`src/rtl/if_pkg.sv`:
```
// Shared types and constants for the RV32I instruction-fetch sequencer.
package if_pkg;

   localparam int          PC_W       = 32;
   localparam logic [31:0] NOP_INST   = 32'h0000_0013;
   localparam logic [31:0] ALIGN_MASK = 32'hFFFF_FFFC;

   typedef enum logic [1:0] {
      IDLE = 2'd0,
      REQ  = 2'd1,
      WAIT = 2'd2,
      HOLD = 2'd3
   } fetch_state_t;

endpackage

```
`src/rtl/if_npc_sel.sv`:
```
// Next-PC priority mux (trap > mret > redirect > pc+4) with target alignment.
// Build option IF_TRAP_EN: misaligned mret/redirect targets divert to mtvec.
module if_npc_sel
   import if_pkg::*;
(
   input  logic            trap,
   input  logic [PC_W-1:0] mtvec,
   input  logic            mret,
   input  logic [PC_W-1:0] mepc,
   input  logic            redirect_valid,
   input  logic [PC_W-1:0] redirect_pc,
   input  logic [PC_W-1:0] pc,
   output logic [PC_W-1:0] npc,
   output logic            misalign
);

   logic [PC_W-1:0] tgt;

   always_comb begin
      tgt      = pc + 32'd4;
      misalign = 1'b0;
      if (trap)
         tgt = mtvec;
      else if (mret)
         tgt = mepc;
      else if (redirect_valid)
         tgt = redirect_pc;
`ifdef IF_TRAP_EN
      // mtvec itself is never checked; only software-supplied targets can fault
      if (!trap && (mret || redirect_valid) && (tgt[1:0] != 2'b00)) begin
         misalign = 1'b1;
         tgt      = mtvec;
      end
`endif
      npc = tgt & ALIGN_MASK;
   end

endmodule

```
`src/rtl/if_fetch_ctrl.sv`:
```
// RV32I fetch sequencer: owns the PC, runs the imem req/gnt/rvalid handshake and
// hands one instruction at a time to decode. Build option IF_TRAP_EN (see if_npc_sel).
module if_fetch_ctrl
   import if_pkg::*;
#(
   parameter logic [31:0] RESET_PC = 32'h0000_0000,
   parameter int          MAX_WAIT = 16
) (
   input  logic        clk,
   input  logic        rst_n,
   output logic        imem_req,
   output logic [31:0] imem_addr,
   input  logic        imem_gnt,
   input  logic        imem_rvalid,
   input  logic [31:0] imem_rdata,
   output logic        inst_valid,
   input  logic        inst_ready,
   output logic [31:0] inst,
   output logic [31:0] inst_pc,
   input  logic        redirect_valid,
   input  logic [31:0] redirect_pc,
   input  logic        trap,
   input  logic [31:0] mtvec,
   input  logic        mret,
   input  logic [31:0] mepc,
   output logic        fetch_misalign,
   output logic        fetch_timeout
);

   localparam int CNT_W = $clog2(MAX_WAIT + 1);

   fetch_state_t    state, state_d;
   logic [PC_W-1:0] pc, pc_d, npc;
   logic            kill, kill_d;
   logic            flush, misalign, capture;
   logic [CNT_W-1:0] wait_cnt;

   if_npc_sel u_npc_sel (
      .trap           (trap),
      .mtvec          (mtvec),
      .mret           (mret),
      .mepc           (mepc),
      .redirect_valid (redirect_valid),
      .redirect_pc    (redirect_pc),
      .pc             (pc),
      .npc            (npc),
      .misalign       (misalign)
   );

   assign flush      = trap | mret | redirect_valid;
   assign imem_req   = (state == REQ);
   assign imem_addr  = pc;
   assign inst_valid = (state == HOLD);
   assign capture    = (state == WAIT) && imem_rvalid && !kill && !flush;

   always_comb begin
      state_d = state;
      kill_d  = kill;
      pc_d    = pc;
      if (flush)
         pc_d = npc;
      case (state)
         IDLE: state_d = REQ;
         REQ: begin
            // a redirect racing the grant leaves a response in flight that must be dropped
            if (imem_gnt) begin
               state_d = WAIT;
               kill_d  = flush;
            end
         end
         WAIT: begin
            if (imem_rvalid) begin
               state_d = (kill || flush) ? REQ : HOLD;
               kill_d  = 1'b0;
            end else if (flush) begin
               kill_d = 1'b1;
            end
         end
         HOLD: begin
            if (flush) begin
               state_d = REQ;
            end else if (inst_ready) begin
               state_d = REQ;
               pc_d    = npc;
            end
         end
         default: state_d = IDLE;
      endcase
   end

   always_ff @(posedge clk or negedge rst_n) begin
      if (!rst_n) begin
         state <= IDLE;
         pc    <= RESET_PC;
         kill  <= 1'b0;
      end else begin
         state <= state_d;
         pc    <= pc_d;
         kill  <= kill_d;
      end
   end

   always_ff @(posedge clk or negedge rst_n) begin
      if (!rst_n) begin
         inst    <= NOP_INST;
         inst_pc <= '0;
      end else if (capture) begin
         inst    <= imem_rdata;
         inst_pc <= pc;
      end
   end

   // wait counter saturates so the timeout fires once per stuck response
   always_ff @(posedge clk or negedge rst_n) begin
      if (!rst_n) begin
         wait_cnt       <= '0;
         fetch_timeout  <= 1'b0;
         fetch_misalign <= 1'b0;
      end else begin
         if ((state == WAIT) && !imem_rvalid) begin
            if (wait_cnt != CNT_W'(MAX_WAIT))
               wait_cnt <= wait_cnt + CNT_W'(1);
         end else begin
            wait_cnt <= '0;
         end
         fetch_timeout  <= (state == WAIT) && !imem_rvalid &&
                           (wait_cnt == CNT_W'(MAX_WAIT - 1));
         fetch_misalign <= flush & misalign;
      end
   end

endmodule

```
`config.mk`:
```
export PLATFORM = sky130hd
export DESIGN_NAME = if_fetch_ctrl
export DESIGN_NICKNAME = d
export VERILOG_FILES = /design/src/rtl/if_pkg.sv /design/src/rtl/if_npc_sel.sv /design/src/rtl/if_fetch_ctrl.sv
export SDC_FILE = /design/constraint.sdc
export NUM_CORES = 1
export LEC_CHECK = 0
export CORE_MARGIN = 2
export CORE_UTILIZATION = 33
export DETAILED_ROUTE_END_ITERATION = 8
export DONT_BUFFER_PORTS = 1
export GPL_ROUTABILITY_DRIVEN = 1
export PLACE_DENSITY = 0.59
export SYNTH_ARGS = -nofsm -noshare
export SYNTH_HDL_FRONTEND = slang
export SYNTH_SLANG_ARGS = --single-unit
```
`constraint.sdc`:
```
create_clock -name clk -period 4.42 [get_ports clk]
set_input_delay 0.884 -clock clk [delete_from_list [all_inputs] [get_ports clk]]
set_output_delay 0.884 -clock clk [all_outputs]
set_load 0.01 [all_outputs]
```
Word level (Yosys, flattened, before mapping)

Index checks and enable logic that the tools add are counted.

Bits in registers: 105
Bits in latches: 0
Bits in writable memories: 0
Bits in read-only memories: 0
Input port bits: 136
Output and inout port bits: 100
Logic and storage cells: 53
Memories: 0

Add/subtract/negate cells: 2
$mul: 0
Div/mod/pow operators: 0
$lt $le $gt $ge: 0
Equality and inequality tests: 10
Shifts and indexed selects: 0
Muxes and demuxes: 19
Bitwise logic cells: 2
Reductions and logical operators: 13

Operators by type and width:

| operator                                              | count |
|---|---|
| two-way mux 32 bit                                    | 7 |
| adder 32 x 3 -> 32 bit, second input constant         | 1 |
| two-way mux 2 bit                                     | 5 |
| two-way mux 5 bit                                     | 2 |
| case mux 2 bit (4 select lines)                       | 1 |
| AND reduction 3 bit                                   | 2 |
| adder 5 x 1 -> 5 bit, second input constant           | 1 |
| equality test 5 x 4 -> 1 bit, second input constant   | 1 |
| logical AND 1 bit                                     | 5 |
| inequality test 5 bit, second input constant          | 1 |
| equality test 2 bit, second input constant            | 2 |
| inequality test 2 x 1 -> 1 bit, second input constant | 2 |
| logical NOT 1 bit                                     | 3 |
| two-way mux 1 bit                                     | 3 |
| inequality test 3 x 1 -> 1 bit, second input constant | 1 |
| inequality test 3 bit, second input constant          | 1 |
| equality test 2 x 1 -> 1 bit, second input constant   | 1 |
| logical NOT 2 bit                                     | 1 |
| inequality test 2 bit, second input constant          | 1 |
| OR 1 bit                                              | 2 |
| case mux 1 bit (2 select lines)                       | 1 |
| nonzero test 2 bit                                    | 1 |
| logical OR 1 bit                                      | 1 |

Longest topological paths before layout

Word-level depth: 8
Mapped depth: 8
Mapped depth without buffers: 6

Modules after synthesis

From an unflattened synthesis, not the netlist that was laid out.

Cells, all modules: 488
Area, all modules: 5,637.9 um2

By module, submodules not included:

| module        | instances | cells each | area an instance (um2) | seq. area each (um2) |
|---|---|---|---|---|
| if_fetch_ctrl | 1         | 258        | 4,165.2                | 2,656.3 |
| if_npc_sel    | 1         | 230        | 1,472.7                | 0.0 |

Worst setup path before layout

No wires, ideal clock.

Kind: input port to flip-flop
Start: input mret
End: register inst[10]
Arrival time: 2.426 ns
Data required time: 4.295 ns
Setup slack: 1.869 ns
Stages: 7
Path buffers: 3
Cells stage by stage: clkbuf_1 -> or3_1 -> nor2_1 -> and3_1 -> buf_2 -> buf_2 -> mux2_2

Longest elaborated chain between the ends: 4

Ends and longest elaborated chain:

| element                | RTL line             | text |
|---|---|---|
| from (decl)            | if_fetch_ctrl.sv:24  | `input logic mret,` |
| OR 1 bit (2 in series) | if_fetch_ctrl.sv:50  | `assign flush = trap \| mret \| redirect_valid;` |
| logical NOT 1 bit      | if_fetch_ctrl.sv:54  | `assign capture = (state == WAIT) && imem_rvalid && !kill && !flush;` |
| logical AND 1 bit      | if_fetch_ctrl.sv:54  |  |
| to (signal assigned)   | if_fetch_ctrl.sv:108 | `inst <= imem_rdata;` |
| to (decl)              | if_fetch_ctrl.sv:18  | `output logic [31:0] inst,` |

Every way passes these cells.
A chain may end at the register's enable or synchronous reset.

Worst setup path after layout

Start: register pc[2] (netlist: imem_addr[2])
End: register pc[20] (netlist: imem_addr[20])

Longest elaborated chain between the ends: 8

Ends and longest elaborated chain:

| element                    | RTL line            | text |
|---|---|---|
| from (decl)                | if_fetch_ctrl.sv:33 | `logic [PC_W-1:0] pc, pc_d, npc;` |
| from (signal assigned)     | if_fetch_ctrl.sv:98 | `pc <= pc_d;` |
| adder 32 x 3 -> 32 bit (*) | if_npc_sel.sv:20    | `tgt = pc + 32'd4;` |
| two-way mux 32 bit (*)     | if_npc_sel.sv:26    | `else if (redirect_valid)` |
| two-way mux 32 bit (*)     | if_npc_sel.sv:24    | `else if (mret)` |
| two-way mux 32 bit (*)     | if_npc_sel.sv:22    | `if (trap)` |
| two-way mux 32 bit         | if_fetch_ctrl.sv:60 | `if (flush)` |
| two-way mux 32 bit         | if_fetch_ctrl.sv:82 | `end else if (inst_ready) begin` |
| two-way mux 32 bit         | if_fetch_ctrl.sv:80 | `if (flush) begin` |
| two-way mux 32 bit (*)     | if_fetch_ctrl.sv:62 | `case (state)` |
| named net pc_d[20]         | if_fetch_ctrl.sv:33 |  |

The timed path passes the listed nets; every way through them passes the cells marked *.

==> results_dict.tcl <==
set metrics [dict create \
    netlist_top_cells_count "dfrtp_1, mux2_2, nand2_1" \
    num_rows 46 \
    fin_ws_ns 1.834 \
    synthSimpleGateAreaFrac_pct 12.93 \
    clk_pin_slew_ns 0.07 \
    layout-drive-gt1-share_pct 18.80 \
    hold_viol 0 \
    placed_area_mm2 0.005593 \
    worstPathRequired_ns 4.66 \
    synth-edff-count 0 \
    place_ws_ns 1.537 \
    clk_path_buf_depth 2 \
    yosys.area.top_type "dfrtp_1" \
    grt_use_met1_pct 22.41 \
    leakagePower_nw 2.498 \
    met3_usage_pct 5.172 \
    finalSetupTns_ns 0 \
    cp_num_buf_inv 0 \
    synth_compound_area_share_pct 16.67 \
    antenna_left 0 \
    die_width_um 132.5 \
    maxCapViolations 0 \
    grt_pass1_wl_mm 25.07 \
    syn_inst 517 \
    finalInstanceArea_mm2 0.005879 \
    worstSetupEndpointType "register" \
    track_usage_pct 18.73 \
    crit_type "reg -> reg" \
    status "complete, no violations" \
    htreeDepth 3 \
    yosys.area.top_type_share_pct 46.85 \
    initial_core_util_pct 34.05 \
    synth_area_leaders "dfrtp_1, mux2_2, nand2_1, o21ai_0, a21oi_1" \
    grt_pass1_vias 4287 \
    maxSlewHeadroom_pct 33.61 \
    cts-root-buf "clkbuf_16" \
    syn_nets 661 \
    portBuffers 0 \
    cts_tree "done" \
    synth_most_common_cell "dfrtp_1" \
    crit_arrival_ns 2.82 \
    muxShareOfSynthArea_pct 14.72 \
    dpl.cell_count 700 \
    globalplace.congestion 0.8097 \
    slew_viol_final 0 \
    gr-total-overflow 0 \
    postCtsHoldBufs 0 \
    p_total_mw 2.440 \
    crit_path_start "imem_addr[2]" \
    busiest_layer "met2" \
    post_cts_buffers 0 \
    num-nets-final 639 \
    worstPathCellList "ha_1 > nand3_1 > or4_1 > o211ai_1 > o41ai_1 > a221o_1" \
    crit_slowest_cell "or4_1" \
    period_needed_ns 2.586 \
    rsz0062_at_grt "false" \
    num_antenna_cells 0 \
    irDropWorstVdd_mv 0.1676 \
    synth_top_flop_cell "dfrtp_1" \
    clock_latency_ns 0.35 \
    dr.pass1.iters 4 \
    cts-resized-gates 0 \
    yosys_warnings 0 \
    syn_to_final_growth_pct 7.924 \
    synth_fa_ha_area_share_pct 1.837 \
    synth_cell_type_count 52 \
    clkSinkCount 105 \
    cts_buffers 9 \
    synth-seq-area-share_pct 48.30 \
    grt_antenna_before_repair 0 \
    cp_max_fo 11 \
    die_area_mm2 0.01755 \
    synth_xor_area_share_pct 1.608 \
    wl_per_cell_um 23.59 \
    grt_max_degree 106 \
    dpl.hpwl_mm 12.02 \
    synth_seq_cells 105 \
    r2r-start "imem_addr[2]" \
    fin_cells 716 \
    worst_pin_slew_ns 0.9855 \
    vias_per_cell 5.996 \
    vias 4293 \
    routed_wl_mm 16.89 \
    synth_area_mm2 0.005448 \
    slowest_delay_ns 0.66 \
    p_per_area_mw_per_mm2 415.0 \
    hp-class "in -> async" \
    grtUsageMet2_pct 31.03 \
    cp_top_family "simple AND/OR/NAND/NOR gates" \
    synth_top_family_by_area "compound AO/OA/AOI/OAI gates" \
    ios 236 \
    drt_iter0_drc 259 \
    dieHeight_um 132.5 \
    period_share_pct 58.50 \
    avgSynthCellArea_um2 10.54 \
    finalSetupViolCount 0 \
    start_kind "register" \
    design.core.area_mm2 0.01600 \
    clock_skew_ns 0.01128 \
    fmax_mhz 386.8 \
    synthArstFlopShare_pct 100.0 \
    drc_errors 0 \
]
report_power, final:
group          leakage [nW]  switching, mW  internal, mW
Sequential             1.37          0.218          1.09
Clock                 0.135          0.385         0.393
Combinational         0.994          0.176         0.173
Total                  2.50          0.778          1.66
stage by stage:
stage / util [%] / hold WS [ns]
final: 36.75 / 0.2272
after global routing: 36.75 / 0.2034
after CTS: 36.75 / 0.2032
after detailed placement: 34.95 / 0.5670
after global placement: 34.95 / 0.5424
after floorplan: - / 0.5196
kinds of logic (layout without fill, tap and decap cells):
group                    Yosys count  count (layout)
buffers and inverters             51              34
AND/OR/NAND/NOR                  138             138
adder cells (fa/ha/maj)            8               8
multiplexers                      72              72
XOR/XNOR                          10              10
other                              1               1
flip-flops                       105             105
AO/OA/AOI/OAI                    132             132
cell type report:
class,count,area [um2]
inverter,15,56.30
clock inverter,7,61.31
tap,216,270.3
fill,1593,10120
sequential,105,2631
multi-input combinational,361,2613
clock buffer,9,225.2
timing repair buffer,3,22.52
path summary, 6_finish.rpt:
kind,to,slack [ns],cells past startpoint
max,imem_addr[20],1.83,6
min,inst[21],0.23,0
max reg2reg,imem_addr[20],1.83,6
min reg2reg,wait_cnt[3],0.58,2
max in group asynchronous,inst[1],4.00,0
min in group clk,wait_cnt[3],0.58,2
worst register-to-register path, delay by kind of cell, from the launching register on:
| family | cells | cell delay [ns] |
|---|---|---|
| adders and majority gates | 1 | 0.41 |
| and+or+nand+nor | 2 | 0.79 |
| AOI/OAI and AO/OA | 3 | 0.70 |
| DFF | 1 | 0.57 |
sequential cells by signal, indices dropped and copies added (netlist names):
register and count:
fetch_timeout 1, wait_cnt 5, inst 32, kill 1, state 2, inst_pc 32
imem_addr 32
cell usage in the layout (no fill, tap or decap), types with 5 or more instances in the layout:
cell type,instances
dfrtp_1,102
nor2_1,24
a32o_1,5
a31oi_1,5
ha_1,8
a221oi_1,13
a21oi_1,26
o41ai_1,5
nand2_1,38
o211ai_1,6
nor3_1,8
clkbuf_16,9
xnor2_1,6
mux2_2,65
o22ai_1,9
nor4_1,7
nand3_1,13
o21ai_0,28
and3_1,5
mux2i_1,7
a211oi_1,5
o31ai_1,5
nand4_1,11
inv_1,15
a221o_1,6
nand2b_1,14
metal layers:
layer  routed length, um  vias to the layer above
met5                   0                        -
li1                    -                     1887
met2                7999                      274
met4                 564                        0
met3                1634                       28
met1                6690                     2104
Power figures use the tool's default switching activity.
